File: config.mk
export PLATFORM = sky130hd
export DESIGN_NAME = uart_rx_param
export DESIGN_NICKNAME = d
export VERILOG_FILES = /design/src/rtl/uart_pkg.sv /design/src/rtl/uart_sync2.sv /design/src/rtl/uart_rx_param.sv
export SDC_FILE = /design/constraint.sdc
export NUM_CORES = 1
export LEC_CHECK = 0
export ABC_AREA = 0
export CAP_MARGIN = 20
export CORE_AREA = 2 2 63 65
export CTS_CLUSTER_SIZE = 30
export DETAILED_ROUTE_END_ITERATION = 6
export DIE_AREA = 0 0 65 67
export GPL_ROUTABILITY_DRIVEN = 0
export PLACE_DENSITY = 0.76
export SYNTH_ARGS = -nofsm -noshare
export SYNTH_HDL_FRONTEND = slang
export SYNTH_SLANG_ARGS = --single-unit
export TNS_END_PERCENT = 1
File: constraint.sdc
create_clock -name clk -period 5.2 [get_ports clk]
set_input_delay 0.52 -clock clk [delete_from_list [all_inputs] [get_ports clk]]
set_output_delay 0.52 -clock clk [all_outputs]
set_load 0.02 [all_outputs]
File: src/rtl/uart_pkg.sv
// Shared UART definitions: FSM state encoding, parity helper and the start-bit half-period macro.
// The TX block imports the same package.
`define UART_HALF(os) (((os) - 1) / 2)

package uart_pkg;

  typedef enum logic [2:0] {
    IDLE   = 3'd0,
    START  = 3'd1,
    DATA   = 3'd2,
    PARITY = 3'd3,
    STOP   = 3'd4,
    BREAK  = 3'd5
  } state_t;

  // Parity bit that makes the total count of ones even (odd=0) or odd (odd=1).
  function automatic logic parity_calc(input logic [15:0] vec, input logic odd);
    return (^vec) ^ odd;
  endfunction

endpackage

File: src/rtl/uart_sync2.sv
// Two-flop synchroniser for an idle-high asynchronous line; both stages reset to 1.
module uart_sync2 (
  input  logic clk,
  input  logic rst,
  input  logic d,
  output logic q
);

  logic meta_q, meta_d;
  logic sync_q, sync_d;

  always_comb begin
    meta_d = d;
    sync_d = meta_q;
  end

  always_ff @(posedge clk or posedge rst) begin
    if (rst) begin
      meta_q <= 1'b1;
      sync_q <= 1'b1;
    end else begin
      meta_q <= meta_d;
      sync_q <= sync_d;
    end
  end

  assign q = sync_q;

endmodule

File: src/rtl/uart_rx_param.sv
// Parametrised UART receiver: configurable width, oversampling, optional parity, 1 or 2 stop bits.
// Emits registered 1-cycle strobes for good data, framing and parity errors.
module uart_rx_param
  import uart_pkg::*;
#(
  parameter int DATA_BITS  = 8,
  parameter int OVERSAMPLE = 8,
  parameter int PARITY_EN  = 0,
  parameter int PARITY_ODD = 0,
  parameter int STOP_BITS  = 1
) (
  input  logic                 clk,
  input  logic                 rst,
  input  logic                 serialInput,
  output logic [DATA_BITS-1:0] data,
  output logic                 dataValid,
  output logic                 frameError,
  output logic                 parityError,
  output logic                 busy
);

  localparam int CNT_W = $clog2(OVERSAMPLE);
  localparam int IDX_W = $clog2(DATA_BITS);
  localparam logic [CNT_W-1:0] CNT_HALF  = CNT_W'(`UART_HALF(OVERSAMPLE));
  localparam logic [CNT_W-1:0] CNT_LAST  = CNT_W'(OVERSAMPLE - 1);
  localparam logic [IDX_W-1:0] DATA_LAST = IDX_W'(DATA_BITS - 1);
  localparam logic [IDX_W-1:0] STOP_LAST = IDX_W'(STOP_BITS - 1);

  logic rxs;

  uart_sync2 u_sync (
    .clk (clk),
    .rst (rst),
    .d   (serialInput),
    .q   (rxs)
  );

  state_t               state_q, state_d;
  logic [CNT_W-1:0]     cnt_q, cnt_d;
  logic [IDX_W-1:0]     bit_idx_q, bit_idx_d;
  logic [DATA_BITS-1:0] shreg_q, shreg_d;
  logic [DATA_BITS-1:0] data_q, data_d;
  logic                 valid_q, valid_d;
  logic                 ferr_q, ferr_d;
  logic                 perr_q, perr_d;
  logic                 par_err_q, par_err_d;
  logic                 stop_err_q, stop_err_d;
  logic                 mid_bit;
  logic                 stop_bad;

  always_comb begin
    state_d    = state_q;
    cnt_d      = cnt_q;
    bit_idx_d  = bit_idx_q;
    shreg_d    = shreg_q;
    data_d     = data_q;
    par_err_d  = par_err_q;
    stop_err_d = stop_err_q;
    valid_d    = 1'b0;
    ferr_d     = 1'b0;
    perr_d     = 1'b0;
    stop_bad   = 1'b0;
    mid_bit    = (cnt_q == CNT_LAST);

    case (state_q)
      IDLE: begin
        par_err_d  = 1'b0;
        stop_err_d = 1'b0;
        if (!rxs) state_d = START;
      end
      START: begin
        if (cnt_q == CNT_HALF) state_d = rxs ? IDLE : DATA;
        else                   cnt_d   = cnt_q + 1'b1;
      end
      DATA: begin
        if (mid_bit) begin
          shreg_d[bit_idx_q] = rxs;
          if (bit_idx_q == DATA_LAST) begin
            state_d = (PARITY_EN != 0) ? PARITY : STOP;
          end else begin
            bit_idx_d = bit_idx_q + 1'b1;
            cnt_d     = '0;
          end
        end else begin
          cnt_d = cnt_q + 1'b1;
        end
      end
      PARITY: begin
        if (mid_bit) begin
          par_err_d = parity_calc(16'(shreg_q), PARITY_ODD != 0) ^ rxs;
          state_d   = STOP;
        end else begin
          cnt_d = cnt_q + 1'b1;
        end
      end
      STOP: begin
        if (mid_bit) begin
          stop_bad = stop_err_q | ~rxs;
          if (bit_idx_q == STOP_LAST) begin
            perr_d = par_err_q;
            if (stop_bad) begin
              ferr_d  = 1'b1;
              state_d = BREAK;
            end else begin
              data_d  = shreg_q;
              valid_d = ~par_err_q;
              state_d = IDLE;
            end
          end else begin
            stop_err_d = stop_bad;
            bit_idx_d  = bit_idx_q + 1'b1;
            cnt_d      = '0;
          end
        end else begin
          cnt_d = cnt_q + 1'b1;
        end
      end
      // Held-low line or break: only a released line may re-arm start detection.
      BREAK: begin
        if (rxs) state_d = IDLE;
      end
      default: state_d = IDLE;
    endcase

    if (state_d != state_q) begin
      cnt_d     = '0;
      bit_idx_d = '0;
    end
  end

  always_ff @(posedge clk or posedge rst) begin
    if (rst) begin
      state_q    <= IDLE;
      cnt_q      <= '0;
      bit_idx_q  <= '0;
      shreg_q    <= '0;
      data_q     <= '0;
      valid_q    <= 1'b0;
      ferr_q     <= 1'b0;
      perr_q     <= 1'b0;
      par_err_q  <= 1'b0;
      stop_err_q <= 1'b0;
    end else begin
      state_q    <= state_d;
      cnt_q      <= cnt_d;
      bit_idx_q  <= bit_idx_d;
      shreg_q    <= shreg_d;
      data_q     <= data_d;
      valid_q    <= valid_d;
      ferr_q     <= ferr_d;
      perr_q     <= perr_d;
      par_err_q  <= par_err_d;
      stop_err_q <= stop_err_d;
    end
  end

  assign data        = data_q;
  assign dataValid   = valid_q;
  assign frameError  = ferr_q;
  assign parityError = perr_q;
  assign busy        = (state_q != IDLE);

endmodule
== Word level (Yosys, flattened, before mapping) ==
Cells that the tools add are included.
Word-level totals
  bits in registers: 32
  logic and storage cells: 100
Operators by class
  add/subtract/negate cells: 2
  order comparisons: 2
  eq/ne operators: 20
  multiplexer cells: 44
  bitwise gates (word level): 5
  reductions and logical operators: 15
Operator list (number)
  3-bit 2-to-1 mux: 21
  3-bit inequality test, second input constant: 6
  3-bit one-hot mux with 6 select lines: 1
  16-bit parity: 1
  1-bit 2-to-1 mux: 15
  3-bit equality test, second input constant: 4
  3-bit one-hot mux with 4 select lines: 1
  5-bit AND reduction: 2
  3-bit by 2-bit equality test with 1-bit output, second input constant: 3
  8-bit bitwise mux: 1
  4-bit inequality test, second input constant: 2
  3-bit by 1-bit adder with 3-bit output, second input constant: 2
  3-bit zero test: 2
  2-bit inequality test, second input constant: 3
  3-bit one-hot mux with 2 select lines: 1
  3-bit nonzero test: 2
  5-bit nonzero test: 1
  3-bit by 4-bit < comparator with 1-bit output, second input constant: 1
  1-bit one-hot mux with 2 select lines: 2
  2-bit AND reduction: 2
  4-bit AND reduction: 1
  2-bit nonzero test: 2
  1-bit demux with 3-bit select: 1
  3-bit by 1-bit equality test with 1-bit output, second input constant: 1
  8 further kinds: 10

== Depth between registers and ports, before layout ==
Gate-level depths: netlist of the first run.
  depth after elaboration: 9
  mapped depth: 8
  mapped depth without buffers: 7

== Hierarchy ==
A second synthesis of the first run with hierarchy kept.
Second synthesis, totals
  cell total of the unflattened synthesis: 148
  area, all modules: 1705.4 sq um
By module, submodules not included
  uart_rx_param: times used 1, cells each 145, area an instance 1649.1 sq um
  uart_sync2: times used 1, cells each 3, area an instance 56.3 sq um

== Least setup slack after synthesis of the first run ==
No wires, ideal clock.
  path type: register to register
  start: register cnt_q[0]
  end: register cnt_q[2]
  setup time: 0.087 ns
  arrival time: 1.885 ns
  path slack: 3.228 ns
  cell stages (with the launch flop): 8
  cell sequence: dfrtp_1 ha_1 ha_1 or4bb_1 o311ai_2 and4_4 o22ai_4 a211oi_2
On the way
  longest elaborated chain between the ends: 6
  elaborated cells between the ends (all ways): 21
RTL lines
  start: declaration: line uart_rx_param.sv:39  | logic [CNT_W-1:0] cnt_q, cnt_d;
  start signal: assignment: line uart_rx_param.sv:145  | cnt_q <= cnt_d;
  3-bit equality test or 3-bit by 2-bit equality test with 1-bit output (tied branches): line uart_rx_param.sv:63, uart_rx_param.sv:72
  3-bit 2-to-1 mux, on equally long branches
  3-bit one-hot mux with 6 select lines: line uart_rx_param.sv:65  | case (state_q)
  3-bit inequality test: line uart_rx_param.sv:125  | if (state_d != state_q) begin
  4-bit inequality test (no source line), or another cell as far along
  5-bit AND reduction (no source line)
Several ways; a longest one is shown, not always the timed one. The select of a mux whose other input is x is not followed.
A chain may end at the register's enable or synchronous reset.

== Final worst setup path of the first run ==
  start: register state_q[0]
  end: output busy
On the way
  longest elaborated chain between the ends: 1
RTL lines
  start: declaration: line uart_rx_param.sv:38  | state_t state_q, state_d;
  start signal: assignment: line uart_rx_param.sv:144  | state_q <= state_d;
  3-bit nonzero test: line uart_rx_param.sv:161  | assign busy = (state_q != IDLE);
  end: declaration: line uart_rx_param.sv:19  | output logic busy
No other way between the ends.

==> results.json, run 1 <==
{
  "hold_viol_final": 0,
  "wl_mm": 3.15,
  "area_growth_pct": 15.6,
  "syn_nets": 165,
  "antenna_found_initial": 0,
  "cp-start-kind": "register",
  "p_int_mw": 0.520,
  "grt_usage_pct": 17.4,
  "tns_ps": 0,
  "clock-sinks": 32,
  "critPathBufInv": 1,
  "tightest_slew_ps": 505,
  "grt_pass1_wl_mm": 5.63,
  "final_cell_mix": "dfrtp_1 (30), nor2_1 (16), mux2_2 (15), clkdlybuf4s50_1 (14), xnor2_1 (8)",
  "cts_resized": 0,
  "clk_latency_ps": 290,
  "clk_pin_slew_ps": 60,
  "die-area_sq_um": 4360,
  "antennaDiodeCount": 0,
  "fillers": 308,
  "postSynthCellCount": 155,
  "detail-route-antenna-nets": 0,
  "slowest_stage": "dfrtp_1",
  "vias_per_cell": 5.48,
  "p_leak_nw": 0.905,
  "place_ws_ps": 3060,
  "path_max_fanout": 18,
  "die_width_um": 65,
  "cts_buffers": 5,
  "slew_violations": 0,
  "grt-ovfl-total": 0,
  "min_period_over_period_pct": 45.2,
  "worstPathRequired_ps": 4680,
  "core.rowCount": 22,
  "vdd_drop_max_uv": 203,
  "setup_violations": 0,
  "p_comb_share_pct": 28.6,
  "grt_pass1_vias": 1217,
  "grt_use_met2_pct": 27.4,
  "vias": 1194,
  "num-nets-final": 179,
  "fmax_ghz": 0.426,
  "rsz0062_at_grt": "false",
  "postCtsSetupBuffers": 0,
  "p_per_area_nw_per_um2": 377,
  "drc_errors": 0,
  "portBuffers": 14,
  "die_height_um": 67,
  "syn_area_sq_um": 1740,
  "htree_num_levels": 2,
  "wl_per_cell_um": 14.4,
  "slowest_delay_ps": 560,
  "grt_util_met1_pct": 21.9,
  "max_slew_margin_pct": 66.4,
  "final_common_cell": "dfrtp_1",
  "status": "complete, no violations",
  "worstSetupPathType": "reg2out",
  "gr-usage-met3_pct": 4.05,
  "min-delay-start": "u_sync.meta_q$_DFF_PP1_",
  "yosys_warnings": 0,
  "p_sw_share_pct": 31.6,
  "skew_ps": 6.81,
  "fin_crit_ps": 2350,
  "switching_power_mw": 0.240,
  "hold_path.class": "reg2reg",
  "root_buffer": "clkbuf_8",
  "cts_buffer_depth": 2,
  "core_area_sq_um": 3610,
  "rr_startpoint": "cnt_q[0]$_DFFE_PP0P_",
  "tritoncts": "yes",
  "syn_avg_cell_area_sq_um": 11.3,
  "first_iter_violations": 118,
  "fin_ws_ps": 2850,
  "pwr-share-seq_pct": 40.7,
  "critPathArrivalTime_ps": 1830,
  "grt_max_degree": 33,
  "hpwlAfterDp_mm": 2.18,
  "critPathCaptureType": "output pin",
  "fin_hold_ws_ps": 357,
  "seq_area_frac_synth_pct": 46.1,
  "drive_gt1_share_pct": 20.6,
  "synthArstFlopShare_pct": 100,
  "cp_top_family": "flip-flops",
  "pin_count": 15,
  "crit_chain": "or3_1, clkdlybuf4s50_1",
  "postSynth.topFlopCell": "dfrtp_1",
  "first_pass_iters": 4,
  "synth_edf_count": 0,
  "busiest_layer": "met2",
  "setup.worst_path.start": "state_q[0]$_DFF_PP0_",
  "ys_seq_elements": 32,
  "pwr-share-clk_pct": 30.7,
  "start_util_pct": 48.4,
  "ys_types": 47,
  "max_cap_violations": 0,
  "cts_hold_repair.buffers": 0
}
==> path summary, 6_finish.rpt <==
| check | end | slack (ps) | cells past startpoint |
|---|---|---|---|
| min in group asynchronous | data[4]$_DFFE_PP0P_ | 600 | 3 |
| min | u_sync.q$_DFF_PP1_ | 360 | 0 |
| max reg2reg | shreg_q[4]$_DFFE_PP0P_ | 3010 | 6 |
| max in group asynchronous | u_sync.q$_DFF_PP1_ | 4270 | 3 |
| min reg2reg | u_sync.q$_DFF_PP1_ | 360 | 0 |
| max | busy | 2850 | 2 |
==> cells by family (layout without fill, tap and decap cells) <==
family / after synthesis / count (layout) / share of synthesized area [%]
AND/OR/NAND/NOR: 53 / 53 / 18.4
flip-flops: 32 / 32 / 46.1
AO/OA/AOI/OAI: 20 / 20 / 9.33
multiplexers: 20 / 20 / 12.6
buffers and inverters: 13 / 28 / 3.51
XOR/XNOR: 10 / 10 / 5.02
adder cells (fa/ha/maj): 7 / 7 / 5.02
==> through the flow <==
step | power [mW] | cells | area [sq um] | utilization, %
floorplan | 0.493 | 155 | 1740 | -
global placement | 0.521 | 210 | 1910 | 52.9
detailed placement | 0.530 | 210 | 1910 | 52.9
CTS | 0.764 | 218 | 2020 | 55.9
global route | 0.804 | 218 | 2020 | 55.9
finish | 0.760 | 218 | 2020 | 55.9
==> layout make-up <==
type	count	area [sq um]	area share, %
clock buffer	6	72.6	3.60
clock inverter	2	35.0	1.74
inverter	5	18.8	0.931
multi-input combinational	110	880	43.6
sequential	32	803	39.8
tap	48	60.1	2.98
timing repair buffer	15	148	7.32
==> sequential cells by signal, summed over array words and instances (netlist names) <==
signal,cells
bit_idx_q,3
cnt_q,3
data,8
dataValid,1
frameError,1
par_err_q,1
parityError,1
shreg_q,8
state_q,3
stop_err_q,1
u_sync.meta_q,1
u_sync.q,1
==> metal layers <==
metal  share of wire, %  wire length [um]
met2                 47              1470
met4                2.2                70
met3                3.9               122
met1                 47              1480
met5                  0                 0
==> synth_stat cells, drive strengths merged, types with 4 or more instances <==
library cell,n,area [sq um]
a21oi,4,20.0
buf,4,27.5
clkbuf,4,15.0
dfrtp,30,751
ha,7,87.6
inv,5,18.8
mux2,16,180
mux2i,4,40.0
nand2,4,17.5
nand2b,5,31.3
nor2,16,60.1
nor3,4,20.0
xnor2,8,70.1
==> power by group through the flow <==
stage               clock network (mW)  registers (mW)  logic (mW)
floorplan                            0           0.283       0.210
global route                     0.247           0.315       0.241
finish                           0.233           0.309       0.217
global placement                     0           0.311       0.210
detailed placement                   0           0.313       0.218
CTS                              0.236           0.309       0.219
No activity file was read; power rests on OpenSTA's default activity.
==> run 2: changes to the inputs <==
PLACE_DENSITY = 0.78   (was 0.76)
clock period = 2.16 ns   (was 5.2 ns; I/O delays follow)
==> results.json, run 2 (synthesis results as in run 1) <==
{
  "drive_gt1_share_pct": 25.7,
  "critPathArrivalTime_ps": 2260,
  "hpwlAfterDp_mm": 2.08,
  "tns_ps": 0,
  "switching_power_mw": 0.578,
  "antenna_found_initial": 0,
  "placed_area_sq_um": 1940,
  "die-area_sq_um": 4360,
  "clock-sinks": 32,
  "tightest_slew_ps": 449,
  "root_buffer": "clkbuf_8",
  "tritoncts": "yes",
  "fillers": 296,
  "core.rowCount": 22,
  "cts_buffers": 5,
  "pwr-share-clk_pct": 29.5,
  "cp-start-kind": "register",
  "die_height_um": 67,
  "max_slew_margin_pct": 69.8,
  "start_util_pct": 48.4,
  "min_period_over_period_pct": 95.6,
  "pin_count": 15,
  "clk_latency_ps": 290,
  "die_width_um": 65,
  "clk_pin_slew_ps": 70,
  "critPathCaptureType": "register",
  "worstSetupPathType": "reg2reg",
  "portBuffers": 14,
  "final_cell_mix": "dfrtp_1 (30), nor2_1 (16), mux2_2 (15), clkdlybuf4s50_1 (14), xnor2_1 (8)",
  "worstPathRequired_ps": 2360,
  "fin_hold_ws_ps": 305,
  "drc_errors": 0,
  "antennaDiodeCount": 0,
  "area_growth_pct": 18.7,
  "vias": 1185,
  "path_max_fanout": 6,
  "p_sw_share_pct": 30.9,
  "grt_pass1_wl_mm": 5.29,
  "fin_crit_ps": 2070,
  "slew_violations": 0,
  "hold_path.class": "in2async",
  "cts_buffer_depth": 2,
  "final_common_cell": "dfrtp_1",
  "p_int_mw": 1.29,
  "grt_usage_pct": 16.4,
  "p_comb_share_pct": 31.2,
  "fin_area_sq_um": 2070,
  "wl_per_cell_um": 13.6,
  "grt_pass1_vias": 1179,
  "skew_ps": 6.16,
  "htree_num_levels": 2,
  "setup_violations": 0,
  "fmax_ghz": 0.484,
  "p_per_area_nw_per_um2": 904,
  "final_core_util_pct": 57.4,
  "p_leak_nw": 0.920,
  "pwr-share-seq_pct": 39.3,
  "detail-route-antenna-nets": 0,
  "first_pass_iters": 4,
  "vias_per_cell": 5.31,
  "first_iter_violations": 38,
  "grt_max_degree": 33,
  "layoutNonFillerInstCount": 223,
  "num-nets-final": 184,
  "max_cap_violations": 0,
  "dpl.cell_count": 214,
  "wl_mm": 3.04,
  "vdd_drop_max_uv": 441,
  "status": "complete, no violations",
  "core_area_sq_um": 3610,
  "grt-ovfl-total": 0,
  "hold_viol_final": 0
}
-- run 2: cell types whose count changed in the layout (fill, tap and decap cells not counted), sizes merged --
cell  delta
buf      +5
-- run 2: path summary, 6_finish.rpt --
check,endpoint,slack [ps],from,cells past startpoint
worst max register to register,cnt_q[2]$_DFFE_PP0P_,90,cnt_q[0]$_DFFE_PP0P_,7
worst min register to register,u_sync.q$_DFF_PP1_,360,u_sync.meta_q$_DFF_PP1_,0
min in group clk,u_sync.meta_q$_DFF_PP1_,340,serialInput,1
worst min-delay path,data[6]$_DFFE_PP0P_,300,rst,3
worst max-delay path,cnt_q[2]$_DFFE_PP0P_,90,cnt_q[0]$_DFFE_PP0P_,7
max in group asynchronous,u_sync.q$_DFF_PP1_,1530,rst,3
-- run 2: metal layers --
layer	up-vias	GRT usage (%)	share of wire, %
met5	-	0	0
met4	0	11.2	2.6
met3	8	3.55	3.7
met2	23	24.2	47
met1	571	21.5	46
li1	583	-	-
-- run 2: metrics by stage --
step                setup slack, ps  total power, mW
detailed placement             15.1             1.30
finish                         94.0             1.87
global route                  -4.17             1.97
floorplan                       188             1.19
CTS                            2.06             1.85
global placement               44.7             1.28
-- run 2: worst max-delay path, cell delays in order (launching register included) --
cell	delay (ps)
dfrtp_1	400
ha_2	220
ha_2	210
or4bb_1	490
o311ai_2	110
and4_4	300
o22ai_4	100
a211oi_2	160
-- run 2: cell type report --
type	count	area, sq um	share of cell area [%]
clock buffer	6	72.6	3.51
clock inverter	2	35.0	1.69
inverter	5	18.8	0.907
multi-input combinational	110	895	43.2
sequential	32	803	38.8
tap	48	60.1	2.90
timing repair buffer	20	185	8.95
-- run 2: power groups by stage --
stage	sequential (mW)	combinational (mW)	clock (mW)
2_1_floorplan	0.681	0.505	0
3_3_place_gp	0.736	0.545	0
3_5_place_dp	0.743	0.556	0
4_1_cts	0.731	0.558	0.562
5_1_grt	0.748	0.640	0.585
6_report	0.735	0.584	0.553
-- run 2: timing repair --
item                                    CTS  global route
resized for setup                         0             6
buffers inserted                          0             1
hold buffers                              0             0
endpoints found under the setup margin    0            20
==> run 3: changes to the inputs <==
SETUP_SLACK_MARGIN = 0.4   (was unset)
==> results.json, run 3 (synthesis results as in run 1) <==
{
  "status": "complete, no violations",
  "max_cap_violations": 0,
  "final_cell_mix": "dfrtp_1 (30), nor2_1 (16), mux2_2 (15), clkdlybuf4s50_1 (14), xnor2_1 (8)",
  "p_int_mw": 1.28,
  "antenna_found_initial": 0,
  "cts_buffers": 5,
  "critPathCaptureType": "output pin",
  "pin_count": 15,
  "vias_per_cell": 5.64,
  "antennaDiodeCount": 0,
  "die-area_sq_um": 4360,
  "worstPathRequired_ps": 1940,
  "vias": 1246,
  "drive_gt1_share_pct": 24.9,
  "r2r_slack_ps": 120,
  "skew_ps": 6.17,
  "clk_pin_slew_ps": 70,
  "pwr-share-seq_pct": 40.5,
  "grt_pass1_wl_mm": 5.53,
  "worstSetupPathType": "reg2out",
  "core_area_sq_um": 3610,
  "first_pass_iters": 4,
  "wl_mm": 3.17,
  "cts_hold_repair.buffers": 0,
  "detail-route-antenna-nets": 0,
  "fillers": 302,
  "hold_path.class": "in2async",
  "setup.worst_path.start": "state_q[1]$_DFF_PP0_",
  "wl_per_cell_um": 14.4,
  "vdd_drop_max_uv": 348,
  "num-nets-final": 182,
  "rsz0062_at_grt": "true",
  "hold_viol_final": 0,
  "tns_ps": 0,
  "p_sw_share_pct": 31.2,
  "regArea_sq_um": 803,
  "first_iter_violations": 82,
  "tightest_slew_ps": 497,
  "cp-start-kind": "register",
  "cts_buffer_depth": 2,
  "rr_startpoint": "cnt_q[1]$_DFFE_PP0P_",
  "final_common_cell": "dfrtp_1",
  "fin_crit_ps": 2050,
  "pwr-share-clk_pct": 29.5,
  "hpwlAfterDp_mm": 2.30,
  "switching_power_mw": 0.579,
  "multi_input_area_sq_um": 905,
  "clk_latency_ps": 280,
  "fmax_ghz": 0.489,
  "slew_violations": 0,
  "root_buffer": "clkbuf_8",
  "p_per_area_nw_per_um2": 899,
  "grt_pass1_vias": 1223,
  "grt_max_degree": 33,
  "die_width_um": 65,
  "portBuffers": 14,
  "fin_hold_ws_ps": 312,
  "die_height_um": 67,
  "power.total_mw": 1.86,
  "tritoncts": "yes",
  "critPathArrivalTime_ps": 1830,
  "core.rowCount": 22,
  "path_max_fanout": 15,
  "setup_violations": 0,
  "htree_num_levels": 2,
  "grt-ovfl-total": 0,
  "max_slew_margin_pct": 66.6,
  "area_growth_pct": 18.4,
  "p_comb_share_pct": 30.0,
  "start_util_pct": 48.4,
  "p_leak_nw": 0.912,
  "grt_usage_pct": 16.8,
  "drc_errors": 0,
  "min_period_over_period_pct": 94.7,
  "clock-sinks": 32
}
## run 3: power groups by stage
stage          clock network [mW]  logic (mW)  registers (mW)
2_1_floorplan                   0       0.506           0.682
3_3_place_gp                    0       0.516           0.750
3_5_place_dp                    0       0.541           0.755
4_1_cts                     0.561       0.559           0.750
5_1_grt                     0.586       0.615           0.764
6_report                    0.547       0.557           0.751
## run 3: layout make-up
class | count | share of cell area (%)
Inverter | 5 | 0.909
Timing Repair Buffer | 18 | 8.24
Tap cell | 48 | 2.91
Multi-Input combinational cell | 110 | 43.8
Clock buffer | 6 | 3.52
Sequential cell | 32 | 38.9
Clock inverter | 2 | 1.70
## run 3: final timing paths
| path | endpoint | cells past startpoint |
|---|---|---|
| worst max-delay path | busy | 2 |
| worst min-delay path | data[4]$_DFFE_PP0P_ | 3 |
| worst max register to register | cnt_q[2]$_DFFE_PP0P_ | 7 |
| worst min register to register | u_sync.q$_DFF_PP1_ | 0 |
| max in group asynchronous | u_sync.meta_q$_DFF_PP1_ | 3 |
| min in group clk | u_sync.meta_q$_DFF_PP1_ | 1 |
## run 3: per-stage QoR
step	util, %	instance area, sq um	cells	worst slack (ps)
detailed placement	53.6	1930	212	82.3
CTS	57.1	2060	221	102
floorplan	-	1750	155	246
global route	57.3	2060	221	21.0
finish	57.3	2060	221	115
global placement	53.6	1930	212	170
## run 3: critical path, cell delays in order (launching register included)
cell	delay [ps]
dfrtp_1	550
or3_1	450
clkdlybuf4s50_1	550
## run 3: what timing repair did
action	4_1_cts	5_1_grt
pin swaps	2	1
setup endpoints to repair	23	24
buffers inserted	1	0
gates cloned	0	0
gates resized for setup	2	1
## run 3: metal layers
layer  GRT usage (%)  up-vias  wire length (um)  part of all wire (%)
li1                -      582                 -                     -
met1            20.1      602              1370                    43
met2            28.4       51              1560                    49
met3            4.22       11               172                   5.4
met4            7.71        0                70                   2.2
met5               0        -                 0                     0
==> RTL change 1, RTL diff (config.mk and constraints of run 3) <==
Encoding of `state_t`: now one-hot (6 bits for 6 states).
--- a/src/rtl/uart_pkg.sv
+++ b/src/rtl/uart_pkg.sv
@@ -5,11 +5,11 @@
 package uart_pkg;
 
-  typedef enum logic [2:0] {
-    IDLE   = 3'd0,
-    START  = 3'd1,
-    DATA   = 3'd2,
-    PARITY = 3'd3,
-    STOP   = 3'd4,
-    BREAK  = 3'd5
+  typedef enum logic [5:0] {
+    IDLE   = 6'b000001,
+    START  = 6'b000010,
+    DATA   = 6'b000100,
+    PARITY = 6'b001000,
+    STOP   = 6'b010000,
+    BREAK  = 6'b100000
   } state_t;
 
Function: no difference found for any inputs over 10 cycles, from zero or initial values and one cycle with rst high; not proved beyond that.
==> RTL change 1 against run 3 <==
Global-route usage up 3.4 points; core utilization up 8.5 points; first-iteration DRC count down 18%; routed wire length up 22%; setup slack better by 0.12 ns; sequential cell count up 3; count of clock-buffer cells in the layout down 1; combinational power down 28%; power down 6.8%; cell area up 15%; area after synthesis up 6.0%; largest cell class unchanged; highest routed layer unchanged.
==> RTL change 1: results (changes against run 3) <==
- Result of the run: complete, no violations
- Later-pin clock latency in the skew report: 0.31 ns (+0.03 ns)
- Gr usage total: 0.202 (+0.0337)
- Mux contribution to synthesized area: 0.100 (-0.0261)
- Top post-synthesis cells by area: dfrtp_1 (43%), mux2_2 (6.1%), ha_1 (4.7%), dfstp_2 (4.3%), o21ai_0 (3.5%)
- CP max FO: 8 (-7)
- Compound-Gate Fraction of Synth Area: 0.129 (+0.0360)
- Clock transition at path regs: 0.08 ns
- Worst hold path class: in -> async
- H-tree levels: 2 (unchanged)
- Synth cell count leaders: dfrtp_1 (32), o21ai_0 (13), nor2_1 (11), mux2_2 (10), nand2_1 (8)
- Largest family of logic cells by synthesized area: simple AND/OR/NAND/NOR gates
- Switching share of power: 0.292 (-0.0204)
- Share of cells above drive strength 1: 0.312 (+0.0630)
- Dpl cell area: 0.00211 mm2 (+9.3%)
- DR iter-0 viols: 67 (-18%)
- Clock Skew: 0.0136 ns (+0.00740 ns)
- R2R Path Start: state_q[0]
- Slowest stage delay, CP: 0.62 ns (+0.07 ns)
- Post-synthesis adder-cell area fraction: 0.0474 (-0.00285)
- Crit path launch: state_q[0]
- Yosys warnings: 0 (unchanged)
- DP HPWL: 2710 um (+18%)
- Pin count of the biggest net entering global routing: 36 (+9.1%)
- WHS: 0.308 ns (-0.00374 ns)
- Max-Slew Margin vs Limit: 0.620 (-0.0461)
- Worst Setup EP: cnt_q[0]
- Pre-CTS setup slack: 0.0663 ns (-0.0160 ns)
- Leakage: 1.04 nW (+14%)
- Async set-or-reset flop fraction in the synthesized netlist: 1.00 (unchanged)
- Max rail drop VDD: 493 uV (+42%)
- Post-synth EDFFs: 0 (unchanged)
- Largest delay share family, worst path: simple AND/OR/NAND/NOR gates
- Routed Wire Length: 3860 um (+22%)
- Root buffer cell: clkbuf_8
- Antenna diodes: 0 (unchanged)
- Post-synthesis cell count: 161 (+3.9%)
- CP arrival: 2.16 ns (+0.33 ns)
- Post-synth net total: 171 (+3.6%)
- Seq pwr share: 0.426 (+0.021)
- First-pass GRT wire length: 6400 um (+16%)
- Final worst setup slack: 0.232 ns (+0.117 ns)
- Distinct cells, synth: 43 (-8.5%)
- Number of buffers added on ports: 14 (unchanged)
- Via Count: 1391 (+12%)
- Placed Instances: 228 (+7.5%)
- Seq power: 0.736 mW (-2%)
- Initial antenna violation count: 0 (unchanged)
- Drt pass-1 iters: 4 (unchanged)
- Num CTS Buffers: 5 (unchanged)
- WL/cell: 15.6 um (+8.9%)
- Reg2reg path depth: 5 (-2)
- Logic power comb: 0.402 mW (-28%)
- Crit-path slowest cell: or4_4
- Most used DFF post-synth: dfrtp_1
- CTS max path bufs: 2 (unchanged)
- Nets: 208 (+14%)
- Seq/Total Area, Yosys: 0.476 (+0.0151)
- Post-Synth XOR/XNOR Area: 0.0501 (-0.000148)
==> RTL change 1: repair_timing <==
item	CTS	global route
setup endpoints to repair	24	24
hold buffers	0	0
buffers inserted	10	1
pin swaps	10	4
gates resized for setup	13	5
==> RTL change 1: cell type report <==
type | count | area, um2
Clock inverter | 3 | 43.8
Inverter | 7 | 26.3
Clock buffer | 5 | 68.8
Sequential cell | 35 | 883
Multi-Input combinational cell | 116 | 995
Fill cell | 259 | 1230
Tap cell | 48 | 60.1
Timing Repair Buffer | 33 | 294
==> RTL change 1: per-layer routing <==
metal / vias to the layer above / track usage / share of wire
li1: 657 / - / -
met1: 692 / 0.240 / 0.43
met2: 33 / 0.335 / 0.51
met3: 9 / 0.0709 / 0.045
met4: 0 / 0.0771 / 0.014
met5: - / 0 / 0
==> RTL change 1: worst reg2reg max path, delay by kind of cell, from the launching register on <==
family	cells	cell delay [ns]
AOI/OAI and AO/OA	3	0.47
and+or+nand+nor	2	1.00
DFF	1	0.40
==> RTL change 2, RTL diff (config.mk and constraints of run 3) <==
Without the edit above. The parameter `PARITY_EN` goes from 0 to 1.
--- a/src/rtl/uart_rx_param.sv
+++ b/src/rtl/uart_rx_param.sv
@@ -6,5 +6,5 @@
   parameter int DATA_BITS  = 8,
   parameter int OVERSAMPLE = 8,
-  parameter int PARITY_EN  = 0,
+  parameter int PARITY_EN  = 1,
   parameter int PARITY_ODD = 0,
   parameter int STOP_BITS  = 1
Check against the original RTL: same outputs for any inputs over 10 cycles, from zero or initial values and one cycle with rst high; that may be too few to reach the edited logic, so the function may still have changed.
==> RTL change 2 against run 3 <==
Setup slack gained 0.098 ns; first-iteration DRC count increased by 3.7%; area after synthesis fell by 2.6%; register-to-register slack improved by 0.09 ns; cell area up 5.6%; non-clock buffer count increased by 6; worst hold slack lost 0.0092 ns; final cell count rose by 2.7%; sequential cell count is the same; highest routed layer unchanged; critical endpoint is now cnt_q[2]; die area is the same; combinational power is 18% higher; clock skew grew 0.0010 ns; routed wire length rose by 13%; power is 6.8% higher.
==> RTL change 2: results (changes against run 3) <==
- Mux contribution to synthesized area: 0.121 (-0.00549)
- CTS max path bufs: 2 (unchanged)
- M1 wire length: 1420 um (+3.5%)
- Async set-or-reset flop fraction in the synthesized netlist: 1.00 (unchanged)
- Share of cells above drive strength 1: 0.324 (+0.0755)
- Result of the run: complete, no violations
- Signal buffers: 24 (+6)
- H-tree levels: 2 (unchanged)
- Synth cell count leaders: dfrtp_1 (30), mux2_2 (16), nor2_1 (12), nand2_1 (10), xnor2_1 (9)
- Area of the multi-input gates: 967 um2 (+6.9%)
- CTS Sinks: 32 (unchanged)
- Largest delay share family, worst path: compound AO/OA/AOI/OAI gates
- DR iter-0 viols: 85 (+3.7%)
- Comb_multi_in: 109 (-0.91%)
- Seq/Total Area, Yosys: 0.473 (+0.0122)
- Antenna diodes: 0 (unchanged)
- Vias in the first global route: 1265 (+3.4%)
- Worst hold path class: in -> async
- Number of buffers added on ports: 14 (unchanged)
- Drt pass-1 iters: 4 (unchanged)
- Top post-synthesis cells by area: dfrtp_1 (44%), mux2_2 (11%), ha_1 (5.2%), xnor2_1 (4.6%), dfstp_2 (3.1%)
- Remaining antenna violation count after routing: 0 (unchanged)
- Gr usage total: 0.183 (+0.0151)
- Initial antenna violation count: 0 (unchanged)
- Register share of the cell area: 0.371 (-0.0183)
- Yosys warnings: 0 (unchanged)
- Root buffer cell: clkbuf_8
- Pre-CTS setup slack: 0.111 ns (+0.0288 ns)
- Post-synth net total: 164 (-0.61%)
- Via/cell ratio: 5.59 (-0.77%)
- Most used DFF post-synth: dfrtp_1
- Clock transition at path regs: 0.07 ns (about the same)
- # clk buffers: 6 (unchanged)
- Logic inverters: 6 (+1)
- Crit-path slowest cell: dfrtp_1
- Nets: 188 (+3.3%)
- Slowest stage delay, CP: 0.41 ns (-0.14 ns)
- DP HPWL: 2330 um (+1.2%)
- Uppermost layer routed: met4
- WL met3: 215 um (+25%)
- CP max FO: 6 (-9)
- Max rail drop VDD: 425 uV (+22%)
- Pin count of the biggest net entering global routing: 33 (unchanged)
- Num CTS Buffers: 5 (unchanged)
- Max-Slew Margin vs Limit: 0.659 (-0.00732)
- NonClk Buf Share: 0.0982 (+0.0157)
- Post-Synth XOR/XNOR Area: 0.0515 (+0.00133)
- First-pass GRT wire length: 5850 um (+5.7%)
- Final clock-cell share: 0.0494 (-0.00275)
- Filler cells: 290 (-4.0%)
- Post-synthesis adder-cell area fraction: 0.0515 (+0.00133)
- Later-pin clock latency in the skew report: about 0.29 ns
- Leakage: 0.963 nW (+5.6%)
- Met2 wire length: 1900 um (+22%)
- WL/cell: 15.8 um (+9.9%)
- Compound-Gate Fraction of Synth Area: 0.0979 (+0.00468)
- Distinct cells, synth: 45 (-4.3%)
- Clock Skew: 0.00722 ns (+0.00105 ns)
-- RTL change 2: kinds of logic after synthesis --
group / Yosys count
and+or+nand+nor: 50
DFF: 32
AOI/OAI and AO/OA: 24
muxes: 18
buffers and inverters: 13
xor gates and xnor gates: 10
adders and majority gates: 7
-- RTL change 2: worst reg2reg max path, delay by kind of cell, from the launching register on --
kind                       cells  cell delay (ns)
muxes                          1             0.37
adders and majority gates      2             0.39
DFF                            1             0.41
and+or+nand+nor                1             0.11
AOI/OAI and AO/OA              3             0.59
-- RTL change 2: routing by layer --
metal,track usage,vias up
met5,0,-
met4,0.0824,0
met3,0.0625,5
met2,0.308,49
met1,0.211,632
li1,-,584
-- RTL change 2: path summary, 6_finish.rpt --
check	from	end	slack, ns	depth (start not counted)
worst max-delay path	cnt_q[0]	cnt_q[2]	0.21	7
worst min-delay path	rst	data[4]	0.30	3
worst max register to register	cnt_q[0]	cnt_q[2]	0.21	7
worst min register to register	u_sync.meta_q	u_sync.q	0.36	0
max in group asynchronous	rst	u_sync.q	1.53	3
min in group clk	serialInput	u_sync.meta_q	0.33	1
-- RTL change 2: per-stage QoR --
step | instance area (um2) | instances
after floorplan | 1740 | 154
after detailed placement | 1920 | 212
final | 2180 | 227
after CTS | 2100 | 225
after global placement | 1920 | 212
after global routing | 2180 | 227
-- RTL change 2: repair_timing --
| item | CTS | global route |
|---|---|---|
| setup buffers | 5 | 2 |
| pin swaps | 4 | 3 |
| hold buffers | 0 | 0 |
| setup endpoints to repair | 24 | 25 |
| resized for setup | 11 | 9 |
-- RTL change 2: where the power goes --
part	internal, mW	switching, mW	total, mW	leakage, nW
registers	0.650	0.112	0.762	0.428
clock network	0.342	0.220	0.562	0.0552
logic	0.335	0.324	0.658	0.480
total	1.33	0.656	1.98	0.963
